$ cat config.mk
export PLATFORM = sky130hd
export DESIGN_NAME = nms_scan_ctrl
export DESIGN_NICKNAME = d
export VERILOG_FILES = /design/src/rtl/nms_pkg.sv /design/src/rtl/nms_cmp.sv /design/src/rtl/nms_scan_ctrl.sv
export SDC_FILE = /design/constraint.sdc
export NUM_CORES = 1
export LEC_CHECK = 0
export CORE_MARGIN = 5
export CORE_UTILIZATION = 48
export DETAILED_ROUTE_END_ITERATION = 8
export PLACE_DENSITY = 0.77
export SYNTH_ARGS = -nofsm -noshare
export SYNTH_HDL_FRONTEND = slang
export SYNTH_SLANG_ARGS = --single-unit
$ cat constraint.sdc
create_clock -name clk -period 2.3 [get_ports clk]
set_input_delay 0.46 -clock clk [delete_from_list [all_inputs] [get_ports clk]]
set_output_delay 0.46 -clock clk [all_outputs]
set_load 0.02 [all_outputs]
$ cat src/rtl/nms_pkg.sv
// ---------------------------------------------------------------------------
// nms_pkg
// Shared definitions for the FAST-9 non-maximum-suppression scan sequencer:
// default frame geometry and widths, the NMS_AddrCal neighbour codes, the
// sequencer state encoding and the tie-break classification helper.
// No ports (package).
// ---------------------------------------------------------------------------
package nms_pkg;

    localparam int NMS_COLUMNS = 180;
    localparam int NMS_ROWS    = 120;
    localparam int NMS_ADDR_W  = 15;
    localparam int NMS_SCORE_W = 8;

    // NMS_AddrCal expects the centre address biased by one row plus one
    // column, so that every neighbour address stays non-negative.
    localparam int REF_OFFSET  = NMS_COLUMNS + 1;

    localparam logic [3:0] ADJ_CENTRE = 4'd0;
    localparam logic [3:0] ADJ_N      = 4'd1;
    localparam logic [3:0] ADJ_NE     = 4'd2;
    localparam logic [3:0] ADJ_E      = 4'd3;
    localparam logic [3:0] ADJ_SE     = 4'd4;
    localparam logic [3:0] ADJ_S      = 4'd5;
    localparam logic [3:0] ADJ_SW     = 4'd6;
    localparam logic [3:0] ADJ_W      = 4'd7;
    localparam logic [3:0] ADJ_NW     = 4'd8;

    typedef enum logic [2:0] {
        IDLE  = 3'd0,
        ISSUE = 3'd1,
        WAIT  = 3'd2,
        EMIT  = 3'd3,
        NEXT  = 3'd4,
        DONE  = 3'd5
    } nms_state_t;

    // Neighbours that come later in raster order (E, SE, S, SW) must be
    // strictly beaten; earlier ones only need to be matched. Two equal
    // adjacent scores therefore keep exactly one of the pair.
    function automatic logic adj_is_strict(input logic [3:0] adj);
        return (adj == ADJ_E) || (adj == ADJ_SE) ||
               (adj == ADJ_S) || (adj == ADJ_SW);
    endfunction

endpackage

$ cat src/rtl/nms_cmp.sv
// ---------------------------------------------------------------------------
// nms_cmp
// Combinational centre-versus-neighbour comparator carrying the NMS
// tie-break rule.
// Ports:
//   centre    in  SCORE_W  centre pixel score
//   neighbour in  SCORE_W  neighbour pixel score
//   adj       in  4        neighbour code (1..8 = N,NE,E,SE,S,SW,W,NW)
//   pass      out 1        centre survives this neighbour
// ---------------------------------------------------------------------------
module nms_cmp
    import nms_pkg::*;
#(
    parameter int SCORE_W = NMS_SCORE_W
) (
    input  logic [SCORE_W-1:0] centre,
    input  logic [SCORE_W-1:0] neighbour,
    input  logic [3:0]         adj,
    output logic               pass
);

    always_comb begin
        pass = 1'b0;
        if (adj_is_strict(adj)) begin
            pass = (centre > neighbour);
        end else begin
            pass = (centre >= neighbour);
        end
    end

endmodule

$ cat src/rtl/nms_scan_ctrl.sv
// ---------------------------------------------------------------------------
// nms_scan_ctrl
// Sequencer for the FAST-9 non-maximum-suppression stage. Raster-scans every
// interior pixel of the score map, issues the nine score reads (centre then
// N,NE,E,SE,S,SW,W,NW) through NMS_AddrCal, compares the centre against its
// neighbours and emits surviving keypoints on a valid/ready stream.
//
// Optional feature (macro NMS_EARLY_EXIT_EN): when the centre score returns
// as zero, the in-flight neighbour read is dropped and the scan moves to the
// next centre, so a zero centre costs 3 cycles instead of 11.
//
// Ports:
//   clk            in  1        clock, rising edge
//   reset          in  1        synchronous, active-high
//   start          in  1        begin frame scan (ignored while busy)
//   ref_addr       out ADDR_W   centre address + OFFSET, to NMS_AddrCal
//   adj_number     out 4        neighbour code, 0 when not reading
//   score_rd_en    out 1        score memory read strobe
//   score_rd_data  in  SCORE_W  read data, valid 1 cycle after score_rd_en
//   kp_valid       out 1        keypoint available
//   kp_ready       in  1        downstream accepts keypoint
//   kp_addr        out ADDR_W   keypoint address, row*COLUMNS+col
//   kp_score       out SCORE_W  keypoint score
//   busy           out 1        scan in progress
//   done           out 1        one-cycle pulse at end of frame
// ---------------------------------------------------------------------------
module nms_scan_ctrl
    import nms_pkg::*;
#(
    parameter int COLUMNS = NMS_COLUMNS,
    parameter int ROWS    = NMS_ROWS,
    parameter int ADDR_W  = NMS_ADDR_W,
    parameter int SCORE_W = NMS_SCORE_W,
    parameter int OFFSET  = REF_OFFSET
) (
    input  logic               clk,
    input  logic               reset,
    input  logic               start,
    output logic [ADDR_W-1:0]  ref_addr,
    output logic [3:0]         adj_number,
    output logic               score_rd_en,
    input  logic [SCORE_W-1:0] score_rd_data,
    output logic               kp_valid,
    input  logic               kp_ready,
    output logic [ADDR_W-1:0]  kp_addr,
    output logic [SCORE_W-1:0] kp_score,
    output logic               busy,
    output logic               done
);

    localparam int COL_W = $clog2(COLUMNS);
    localparam int ROW_W = $clog2(ROWS);

    localparam logic [COL_W-1:0]  COL_FIRST = COL_W'(1);
    localparam logic [COL_W-1:0]  COL_LAST  = COL_W'(COLUMNS - 2);
    localparam logic [ROW_W-1:0]  ROW_FIRST = ROW_W'(1);
    localparam logic [ROW_W-1:0]  ROW_LAST  = ROW_W'(ROWS - 2);

    // First centre is (row 1, col 1).
    localparam logic [ADDR_W-1:0] REF_START = ADDR_W'(COLUMNS + 1 + OFFSET);
    localparam logic [ADDR_W-1:0] REF_BIAS  = ADDR_W'(OFFSET);
    localparam logic [ADDR_W-1:0] REF_STEP  = ADDR_W'(1);
    // Row wrap steps past the right border, the left border and onto col 1.
    localparam logic [ADDR_W-1:0] REF_WRAP  = ADDR_W'(3);

    nms_state_t state;
    nms_state_t state_next;

    logic [ROW_W-1:0]   row;
    logic [COL_W-1:0]   col;
    logic [3:0]         k;
    logic [ADDR_W-1:0]  ref_q;

    logic               rd_valid;
    logic [3:0]         rd_k;
    logic [SCORE_W-1:0] centre;
    logic               keep;

    logic               data_phase;
    logic               centre_hit;
    logic               neigh_hit;
    logic               cmp_pass;
    logic               keep_now;
    logic               early_exit;

    nms_cmp #(
        .SCORE_W (SCORE_W)
    ) u_cmp (
        .centre    (centre),
        .neighbour (score_rd_data),
        .adj       (rd_k),
        .pass      (cmp_pass)
    );

    // Returning data is only meaningful while the current centre is still
    // being gathered; a read left in flight by an early exit lands in NEXT
    // and is ignored.
    assign data_phase = (state == ISSUE) || (state == WAIT);
    assign centre_hit = data_phase && rd_valid && (rd_k == ADJ_CENTRE);
    assign neigh_hit  = data_phase && rd_valid && (rd_k != ADJ_CENTRE);

    always_comb begin
        keep_now = keep;
        if (centre_hit) begin
            keep_now = 1'b1;
        end else if (neigh_hit) begin
            keep_now = keep && cmp_pass;
        end
    end

`ifdef NMS_EARLY_EXIT_EN
    assign early_exit = centre_hit && (score_rd_data == '0);
`else
    assign early_exit = 1'b0;
`endif

    assign ref_addr = ref_q;

    always_ff @(posedge clk) begin
        if (reset) begin
            state <= IDLE;
        end else begin
            state <= state_next;
        end
    end

    always_comb begin
        state_next  = state;
        score_rd_en = 1'b0;
        adj_number  = 4'd0;
        kp_valid    = 1'b0;
        kp_addr     = '0;
        kp_score    = '0;
        busy        = 1'b1;
        done        = 1'b0;
        case (state)
            IDLE: begin
                busy = 1'b0;
                if (start) begin
                    state_next = ISSUE;
                end
            end
            ISSUE: begin
                score_rd_en = 1'b1;
                adj_number  = k;
                if (early_exit) begin
                    state_next = NEXT;
                end else if (k == ADJ_NW) begin
                    state_next = WAIT;
                end
            end
            WAIT: begin
                // keep_now already folds in the last (NW) compare.
                if (keep_now && (centre != '0)) begin
                    state_next = EMIT;
                end else begin
                    state_next = NEXT;
                end
            end
            EMIT: begin
                kp_valid = 1'b1;
                kp_addr  = ref_q - REF_BIAS;
                kp_score = centre;
                if (kp_ready) begin
                    state_next = NEXT;
                end
            end
            NEXT: begin
                if ((col == COL_LAST) && (row == ROW_LAST)) begin
                    state_next = DONE;
                end else begin
                    state_next = ISSUE;
                end
            end
            DONE: begin
                busy       = 1'b0;
                done       = 1'b1;
                state_next = IDLE;
            end
            default: begin
                busy       = 1'b0;
                state_next = IDLE;
            end
        endcase
    end

    always_ff @(posedge clk) begin
        if (reset) begin
            row      <= '0;
            col      <= '0;
            k        <= '0;
            ref_q    <= '0;
            rd_valid <= 1'b0;
            rd_k     <= '0;
            centre   <= '0;
            keep     <= 1'b0;
        end else begin
            rd_valid <= score_rd_en;
            rd_k     <= adj_number;
            keep     <= keep_now;
            if (centre_hit) begin
                centre <= score_rd_data;
            end
            case (state)
                IDLE: begin
                    if (start) begin
                        row   <= ROW_FIRST;
                        col   <= COL_FIRST;
                        k     <= '0;
                        ref_q <= REF_START;
                    end
                end
                ISSUE: begin
                    k <= k + 4'd1;
                end
                NEXT: begin
                    k <= '0;
                    if (col == COL_LAST) begin
                        if (row != ROW_LAST) begin
                            col   <= COL_FIRST;
                            row   <= row + ROW_W'(1);
                            ref_q <= ref_q + REF_WRAP;
                        end
                    end else begin
                        col   <= col + COL_W'(1);
                        ref_q <= ref_q + REF_STEP;
                    end
                end
                default: begin
                end
            endcase
        end
    end

endmodule

## After elaboration in Yosys (flattened, before gate mapping)

Cells that the tools add are included.

- Add/subtract/negate cells: 6
- Magnitude comparators: 2
- Equal/unequal tests: 19
- Muxes and demuxes: 30
- Reductions and logical operators: 21

Operators by type and width:

| kind | count |
|---|---|
| 15-bit two-way mux | 4 |
| 8-bit two-way mux | 4 |
| 15-bit one-hot mux with 2 select lines | 1 |
| 7-bit two-way mux | 3 |
| 8-bit one-hot mux with 2 select lines | 1 |
| 15-bit by 1-bit adder with 15-bit output, second input constant | 1 |
| 15-bit by 2-bit adder with 15-bit output, second input constant | 1 |
| 3-bit two-way mux | 5 |
| 3-bit one-hot mux with 5 select lines | 1 |
| 15-bit by 8-bit subtractor with 15-bit output, second input constant | 1 |
| 7-bit one-hot mux with 2 select lines | 1 |
| 4-bit by 3-bit equality test with 1-bit output, second input constant | 3 |
| 4-bit one-hot mux with 3 select lines | 1 |
| 8-bit by 1-bit adder with 8-bit output, second input constant | 1 |
| 8-bit equality test, second input constant | 1 |
| 8-bit greater-or-equal comparator | 1 |
| 8-bit greater-than comparator | 1 |
| 4-bit two-way mux | 2 |
| 2-bit != test, second input constant | 4 |
| 8-bit nonzero test | 1 |
| 7-bit by 1-bit adder with 7-bit output, second input constant | 1 |
| 7-bit equality test, second input constant | 1 |
| 1-bit two-way mux | 7 |
| 7-bit != test, second input constant | 1 |
| 19 further kinds | 30 |

- Register bits: 51
- Bits of input ports: 12
- Output and inout port bits: 46
- Logic and storage cells: 87

## Logic depth before layout (Yosys ltp)

- Depth in word-level cells: 11
- Gate-level depth with buffers: 11
- Gate-level depth less buffers: 11

## Cells and area by module

A second synthesis with hierarchy kept.

- Cells, all modules: 389
- Area total of the unflattened synthesis: 3200.6 µm²

Modules (own cells, without submodules):

| module | times used | cells an instance | area an instance (µm²) | sequential area each (µm²) |
|---|---|---|---|---|
| nms_scan_ctrl | 1 | 357 | 2974.1 | 1021.0 |
| nms_cmp | 1 | 32 | 226.5 | 0.0 |

## Worst setup path after synthesis

OpenSTA, ideal clock, no wires.

- Kind: reg2out
- Start: register ref_q[0] (netlist: ref_addr[0])
- End: output kp_addr[12]
- Arrival: 1.915 ns
- Data required time: 1.840 ns
- Slack: -0.075 ns
- Stages on the path, launching flop included: 8
- Path through: dfxtp_1 inv_1 ha_1 nand2b_1 a21oi_1 o21a_1 or4_1 a21oi_1

- Cells in the longest elaborated chain, start to end: 2

Ends and longest elaborated chain:

| element | RTL line | RTL |
|---|---|---|
| start: declaration | nms_scan_ctrl.sv:72 | `logic [ADDR_W-1:0] ref_q;` |
| start signal: assignment | nms_scan_ctrl.sv:222 | `ref_q <= ref_q + REF_WRAP;` |
| start signal: assignment | nms_scan_ctrl.sv:226 | `ref_q <= ref_q + REF_STEP;` |
| 15-bit by 8-bit subtractor with 15-bit output | nms_scan_ctrl.sv:162 | `kp_addr = ref_q - REF_BIAS;` |
| 15-bit two-way mux | nms_scan_ctrl.sv:136 | `case (state)` |
| end: declaration | nms_scan_ctrl.sv:45 | `output logic [ADDR_W-1:0] kp_addr,` |

Every way passes these cells.

## Worst setup path after layout

Ends and elaborated chain as after synthesis.

==> flow_summary.yaml <==
run_status:
  status: "complete, but fails checks"
  violations: "negative setup slack"
worst_setup_path:
  worstPathCellList: "inv_2 > ha_4 > nand2b_4 > a21oi_4 > o21a_4 > or4_4 > a21oi_2 > buf_4"
  path_class: "register to primary output"
  path_delay_family: "simple AND/OR/NAND/NOR gates"
  arrival_ns: 1.95
  critPathMaxStageDelay_ns: 0.42
  cp_max_fo: 6
  cp-end-kind: "primary output"
  crit_slowest_cell: "or4_4"
  cp.required_ns: 1.84
  critical_path_buf_inv_count: 2
  cp-start-kind: "register"
job:
  cap_violations: 0
hold_path:
  hold_path_class: "register to register"
global_route:
  grt_max_degree: 35
  gr-total-overflow: 0
  grt.total_usage: 0.203
  antenna_found_initial: 0
  grt_pass1_vias: 3240
  grt_pass1_wl_um: 14400
detailed_routing:
  first_pass_iters: 4
  vias: 3339
  drtIter0Drc: 212
  post_drt_wl_per_cell_um: 14.8
  via_per_inst: 5.72
  antenna_left: 0
  wirelength_um: 8620
  drc: 0
timing:
  hold_viol_final: 0
  rsz0062_at_grt: "yes"
  slew_viol_final: 0
  min_period_over_period: 1.05
  finClkSkew_ns: 0.00850
  tightest_slew_ns: 0.523
  fin_crit_ns: 2.41
  final-setup-viol-count: 7
  slew-limit-headroom: 0.651
  timing.final.ws_setup_ns: -0.109
  fmax_mhz: 415
floorplanning:
  fp-row-count: 29
  die_y_um: 91.1
  ioPinCount: 58
  start_util: 0.494
  die-area_mm2: 0.00829
  core_mm2: 0.00639
  die_w_um: 91.1
synth:
  yosysTopAreaCellShare: 0.324
  syn_area_mm2: 0.00315
  synth_cells: 395
  synth_edf_count: 0
  netlist_top_cells_area: "dfxtp_1, ha_1, a21oi_1"
  ys_seq_area_frac: 0.324
  async_flop_share: 0
  yosysUniqueCellTypes: 60
  syn_area_per_cell_um2: 7.99
  synth_area_leader_cell: "dfxtp_1"
  yosysWarnings: 0
  ys_ff_latch: 51
  synthFlopType: "dfxtp_1"
  syn-num-nets: 424
cts:
  cts_tree: "yes"
  cts_buffers: 5
  ctsHoldBuffers: 0
  ctsLongestPathBuffers: 2
  path_clk_slew_ns: 0.09
  clock-sinks: 51
  clockRootBuffer: "clkbuf_8"
  clkLatencyLatePin_ns: 0.31
  h-tree-depth: 2
power:
  p_per_area_mw_per_mm2: 445
  vdd_ir_drop_max_mv: 0.372
  p_leak_nw: 2.06
placed_design:
  portBuffers: 57
  hpwlAfterDp_um: 6330
  routabilityCongestion: 0.855
  place_inst: 569
  postPlaceCellArea_mm2: 0.00420
finish:
  fin_util: 0.706
  drive_gt1_frac: 0.231
  n_antenna_cell: 0
  stdcell_count: 584
  fin_area_mm2: 0.00451
  finalNetCount: 535
  area_growth_pct: 43.0
[routing by layer]
metal  global-route usage  up-vias  share of wire
met4               0.0562        0          0.011
li1                     -     1642              -
met3               0.0380       10          0.050
met1                0.255     1597           0.45
met2                0.354       90           0.49
met5                    0        -              0
[registers in the layout (all words and copies together), names as in the netlist]
name / count
centre: 8
col: 8
k: 4
keep: 1
rd_k: 4
rd_valid: 1
ref_addr: 15
row: 7
state: 3
[power breakdown]
group | internal, mW | switching, mW | total (mW)
Combinational | 0.199 | 0.228 | 0.427
Sequential | 0.909 | 0.0221 | 0.931
Clock | 0.352 | 0.297 | 0.649
Total | 1.46 | 0.547 | 2.01
[placed cells by master, fill, tap and decap left out, types with 7 or more instances in the layout]
master,instances
nand2_1,22
dfxtp_1,46
o21ai_0,9
nand3_1,11
inv_1,21
and2_1,9
xor2_1,7
nand4_1,8
or3_1,8
a21oi_1,28
and3_1,12
dlygate4sd2_1,9
o31ai_1,8
dlymetal6s2s_1,9
xnor2_1,8
nor2_1,40
nor3_1,13
clkdlybuf4s50_1,29
buf_4,64
ha_1,15
[kinds of logic (layout without fill, tap and decap cells)]
kind of cell	after synthesis	in the layout	share of synthesized area
and+or+nand+nor	170	170	0.296
AOI/OAI and AO/OA	95	95	0.197
DFF	51	51	0.324
buffers and inverters	42	154	0.0567
adders and majority gates	17	17	0.0698
xor gates and xnor gates	15	15	0.0417
muxes	5	5	0.0159
[cell usage after synthesis, types with 4 or more instances]
library cell,instances
ha_1,16
a21oi_1,35
nor3_1,13
and2_1,9
inv_1,23
o21a_1,5
and4_1,4
nor2_1,41
dfxtp_1,51
o21ai_0,11
clkbuf_1,12
o211ai_1,4
nor2b_1,6
nor4_1,5
xor2_1,7
o31ai_1,8
nand2_1,22
or3_1,11
or4_1,7
and3_1,12
nand3_1,11
nand4_1,8
mux2i_1,5
xnor2_1,8
a31oi_1,6
buf_2,4
nand2b_1,7
[through the flow]
stage	setup slack, ns	power, mW	hold slack, ns	TNS, ns
6_report	-0.109	2.01	0.483	-0.291
3_3_place_gp	-0.302	1.34	0.461	-1.53
5_1_grt	-0.181	2.09	0.523	-1.17
3_5_place_dp	-0.334	1.35	0.473	-1.92
4_1_cts	-0.141	2.01	0.487	-0.305
2_1_floorplan	0.00560	1.18	0.436	0
[cell type report]
cell class              count  area (um^2)
fillers                   513         1880
flip-flops and latches     51         1030
clock inverters             2         35.0
multi-input cells         302         2100
well taps                  77         96.3
clock buffers               6         82.6
repair buffers            122         1070
inverters                  24         95.1
[worst register-to-register path: cells and delay by family, from the launching register on]
kind / cells / cell delay, ns
AO/OA/AOI/OAI: 2 / 0.27
buffers and inverters: 1 / 0.18
adder cells (fa/ha/maj): 1 / 0.36
flip-flops: 1 / 0.33
AND/OR/NAND/NOR: 4 / 1.13
[worst paths after layout]
check	slack [ns]	depth (start not counted)	endpoint	startpoint
worst max register to register	-0.03	8	ref_addr[8]	col[6]
worst min-delay path	0.48	2	row[5]	row[5]
worst max-delay path	-0.11	8	kp_addr[12]	ref_addr[0]
worst min register to register	0.48	2	row[5]	row[5]
[what timing repair did]
| action | CTS | global route |
|---|---|---|
| endpoints found under the setup margin | 23 | 26 |
| cloned | 1 | 0 |
| pin swaps | 21 | 13 |
| hold endpoints to repair | 0 | 0 |
| setup buffers | 2 | 4 |
| resized for setup | 75 | 30 |
Power figures use the tool's default switching activity.
==> edit 1: new RTL, same settings <==
Build with the macro `NMS_EARLY_EXIT_EN` defined.
--- a/src/rtl/nms_scan_ctrl.sv
+++ b/src/rtl/nms_scan_ctrl.sv
@@ -26,2 +26,4 @@
 // ---------------------------------------------------------------------------
+`define NMS_EARLY_EXIT_EN
+
 module nms_scan_ctrl
Behaviour: not the same (Yosys sat finds a counterexample within 4 cycles, from zero or initial values and one cycle with reset high).
==> edit 1 against the unedited design <==
- area after synthesis up 1.9%
- fmax down 4.0%
- sequential share of layout area shrank 1.3 points
- routed wire length up 13%
- worst setup slack lost 0.099 ns
- sequential cell count unchanged
- cell area increased by 6.0%
- critical endpoint is now kp_addr[11]
- the run still ends with setup timing left
- register-to-register slack worse by 0.08 ns
- final cell count up 5.1%
- die area up 1.7%
Power is not compared: it rests on default switching activity, and its combinational part moved more than twofold at a synthesized area within 25%.
==> edit 1: results (changes against the unedited design) <==
[sta]
tns_ns = -1.20  ; -0.911 ns
fin_ws_ns = -0.208  ; -0.0992 ns
final.setup_skew_ns = 0.00601  ; -0.00249 ns
max_slew_margin = 0.567  ; -0.0837
period_needed_ns = 2.51  ; +0.0992 ns
finalSetupViolations = 10  ; +3
hold_ws_ns = 0.520  ; +0.0365 ns

[drt]
wire_per_inst_um = 15.9  ; +7.4%
met1Wirelength_um = 4030  ; +4.0%
met3_length_um = 569  ; +32%
wl_met2_um = 4940  ; +17%
drt_first_iter_violations = 170  ; -20%
firstDrtPassIters = 5  ; +1
vias = 3552  ; +6.4%

[clock_network]
path_clk_slew_ns = 0.09  ; about the same

[yosys]
yosys-top-cells-area = dfxtp_1, ha_1, nor2_1
syn_nets = 435  ; +2.6%
synth_mux_area_frac = 0.00311  ; -0.0128
ys_seq_area_frac = 0.318  ; -0.00605
synthAdderAreaFrac = 0.0685  ; -0.00130
synth_compound_area_frac = 0.214  ; +0.0173
synth-xor-area-share = 0.0572  ; +0.0156
synthTopCellsByCount = dfxtp_1, nor2_1, a21oi_1, inv_1, clkbuf_1

[grt]
grt_use_met1 = 0.268  ; +0.0135
track_usage = 0.220  ; +0.0175
grt_pass1_vias = 3421  ; +5.6%
grt_use_met3 = 0.0385  ; +0.000445
met2_usage = 0.397  ; +0.0435
antenna_found_initial = 0  ; unchanged

[hold_path]
min_delay_path_depth = 2  ; unchanged
hp-start = keep$_SDFF_PP0_
hold_end = keep$_SDFF_PP0_

[cells_and_area]
finish.utilization = 0.744  ; +0.0381
nNetsFinal = 565  ; +5.6%
final_cells = 614  ; +5.1%
fillers = 459  ; -11%

[placed_design]
dp_hpwl_um = 7040  ; +11%
place_inst = 594  ; +4.4%

[worst_setup_path]
startpoint = ref_addr[1]$_SDFFE_PP0P_
crit_fanout = 3  ; -3
rrSetupSlack_ns = -0.11  ; -0.08 ns
crit_path_end = kp_addr[11]
r2r_start = col[0]$_SDFFE_PP0P_
crit_family = compound AO/OA/AOI/OAI gates
arrival_ns = 2.05  ; +0.10 ns

[outcome]
violations = setup timing
outcome = finished, violations left

## edit 1: cell types whose count changed after synthesis, sizes merged, moves of 4 or more
cell	unedited run	this run
xor2	7	13
nand2b	7	1
clkbuf	12	19
nand2	22	16
mux2i	5	1
nand4b	0	4
nor2	42	52
## edit 1: repair_timing
action                                 CTS  global route
endpoints found under the hold margin    0             0
setup buffers                            6             7
setup endpoints to repair               34            32
gates resized for setup                 77            42
pin swaps                               14            21
hold buffers                             0             0
## edit 1: worst register-to-register path, delay by kind of cell (launching register included)
family / cells / cell delay (ns)
adders and majority gates: 2 / 0.51
DFF: 1 / 0.33
buffers and inverters: 2 / 0.11
AOI/OAI and AO/OA: 2 / 0.28
and+or+nand+nor: 4 / 1.13
## edit 1: final cells by class
cell class | instances | area share
inverter | 25 | 0.0196
sequential | 51 | 0.214
timing repair buffer | 146 | 0.258
clock buffer | 8 | 0.0209
multi-input combinational | 307 | 0.467
tap | 77 | 0.0202
==> edit 2: new RTL, same flow settings <==
Without the edit above. Reset style: asynchronous (`reset`), changed in 2 clocked blocks.
--- a/src/rtl/nms_scan_ctrl.sv
+++ b/src/rtl/nms_scan_ctrl.sv
@@ -118,3 +118,3 @@
 
-    always_ff @(posedge clk) begin
+    always_ff @(posedge clk or posedge reset) begin
         if (reset) begin
@@ -186,3 +186,3 @@
 
-    always_ff @(posedge clk) begin
+    always_ff @(posedge clk or posedge reset) begin
         if (reset) begin
Formal check against the unedited RTL: differs if reset is asserted again (counterexample within 4 cycles, from zero or initial values and one cycle with reset high); with reset held inactive, the same outputs for 10 cycles.
==> edit 2 against the unedited design <==
- the flow still finishes with violations (setup timing)
- global-route usage down 0.33 points
- critical path depth shrank 2
- routed wire length is 1.4% higher
- non-clock buffer count is 1 lower
- worst setup slack worse by 0.19 ns
- cell area up 4.2%
- sequential cell count unchanged
- area after synthesis up 4.4%
- fmax down 7.2%
Power is not compared: it rests on default switching activity, and its combinational part moved more than twofold at a synthesized area within 25%.
==> edit 2: results (changes against the unedited design) <==
[outcome]
outcome = finished, violations left
violations = setup timing

[sta]
fin_ws_ns = -0.297  ; -0.188 ns
final.setup_skew_ns = 0.0114  ; +0.00287 ns
finalSetupViolations = 10  ; +3
tns_ns = -1.58  ; -1.29 ns
max_slew_margin = 0.695  ; +0.0434

[drt]
firstDrtPassIters = 5  ; +1
vias = 3171  ; -5.0%
drt_first_iter_violations = 147  ; -31%

[cells_and_area]
drive_gt1_frac = 0.266  ; +0.0351

[yosys]
ys_seq_area_frac = 0.388  ; +0.0639
synthAdderAreaFrac = 0.0669  ; -0.00294
synth_ff_type = dfrtp_1
synthTopCellsByCount = dfrtp_1, o21ai_0, a21oi_1, inv_1, nor2_1
synth_cell_type_count = 54  ; -10%
syn_nets = 413  ; -2.6%
yosys-top-cells-area = dfrtp_1, ha_1, o21ai_0

[grt]
grt_max_degree = 52  ; +49%
grt_pass1_wl_um = 14000  ; -2.9%
grt_pass1_vias = 3035  ; -6.3%
track_usage = 0.199  ; -0.00330

[worst_setup_path]
slowest_delay_ns = 0.50  ; +0.08 ns
arrival_ns = 2.14  ; +0.19 ns
crit_family = compound AO/OA/AOI/OAI gates

[placed_design]
placed_area_um2 = 4320  ; +2.9%
pre_cts_slack_ns = -0.441  ; -0.107 ns

[edit 2: cell count changes in the layout (fill, tap and decap cells not counted), sizes merged, moves of 5 or more]
cell	unedited run	this run
dfxtp	51	0
a21oi	35	30
dfrtp	0	51
o21ai	13	39
nor2	42	26
nand3	11	18
and2	9	4
[edit 2: through the flow]
stage / utilization / std cells
2_1_floorplan: - / 384
3_3_place_gp: 0.643 / 552
3_5_place_dp: 0.643 / 552
4_1_cts: 0.677 / 567
5_1_grt: 0.699 / 569
6_report: 0.699 / 569
[edit 2: worst paths after layout]
check | cells after the start | slack, ns | endpoint | startpoint
setup / recovery | 6 | -0.30 | kp_addr[11] | ref_addr[1]$_DFFE_PP0P_
hold / removal | 1 | 0.50 | col[7]$_DFFE_PP0P_ | col[7]$_DFFE_PP0P_
setup reg to reg | 8 | -0.05 | ref_addr[10]$_DFFE_PP0P_ | col[0]$_DFFE_PP0P_
hold reg to reg | 1 | 0.50 | col[7]$_DFFE_PP0P_ | col[7]$_DFFE_PP0P_
max in group asynchronous | 3 | 1.53 | state[2]$_DFFE_PP0P_ | reset
min in group asynchronous | 3 | 0.51 | centre[2]$_DFFE_PP0P_ | reset
[edit 2: power groups by stage]
stage          combinational (mW)  clock (mW)  sequential (mW)
4_1_cts                      2.45       0.580             1.31
5_1_grt                      2.77       0.619             1.34
3_3_place_gp                 2.31           0             1.31
6_report                     2.52       0.568             1.31
2_1_floorplan                1.38           0             1.35
3_5_place_dp                 2.38           0             1.32
[edit 2: cell families after synthesis]
family | after synthesis
DFF | 51
xor gates and xnor gates | 11
and+or+nand+nor | 146
AOI/OAI and AO/OA | 106
buffers and inverters | 50
muxes | 3
adders and majority gates | 17
[edit 2: routing by layer]
layer	share of wire	up-vias	track usage
met1	0.45	1502	0.253
li1	-	1597	-
met4	0.016	0	0.0720
met2	0.50	61	0.341
met3	0.040	11	0.0333
met5	0	-	0
[edit 2: timing repair]
action,4_1_cts,5_1_grt
hold endpoints to repair,0,0
pin swaps,19,20
gates resized for setup,88,40
endpoints found under the setup margin,31,33
setup buffers,7,3
[edit 2: area by class of cell]
class	instances	share of cell area
Multi-Input combinational cell	283	0.431
Sequential cell	51	0.272
Timing Repair Buffer	121	0.231
Inverter	26	0.0224
Clock buffer	8	0.0213
Tap cell	80	0.0213
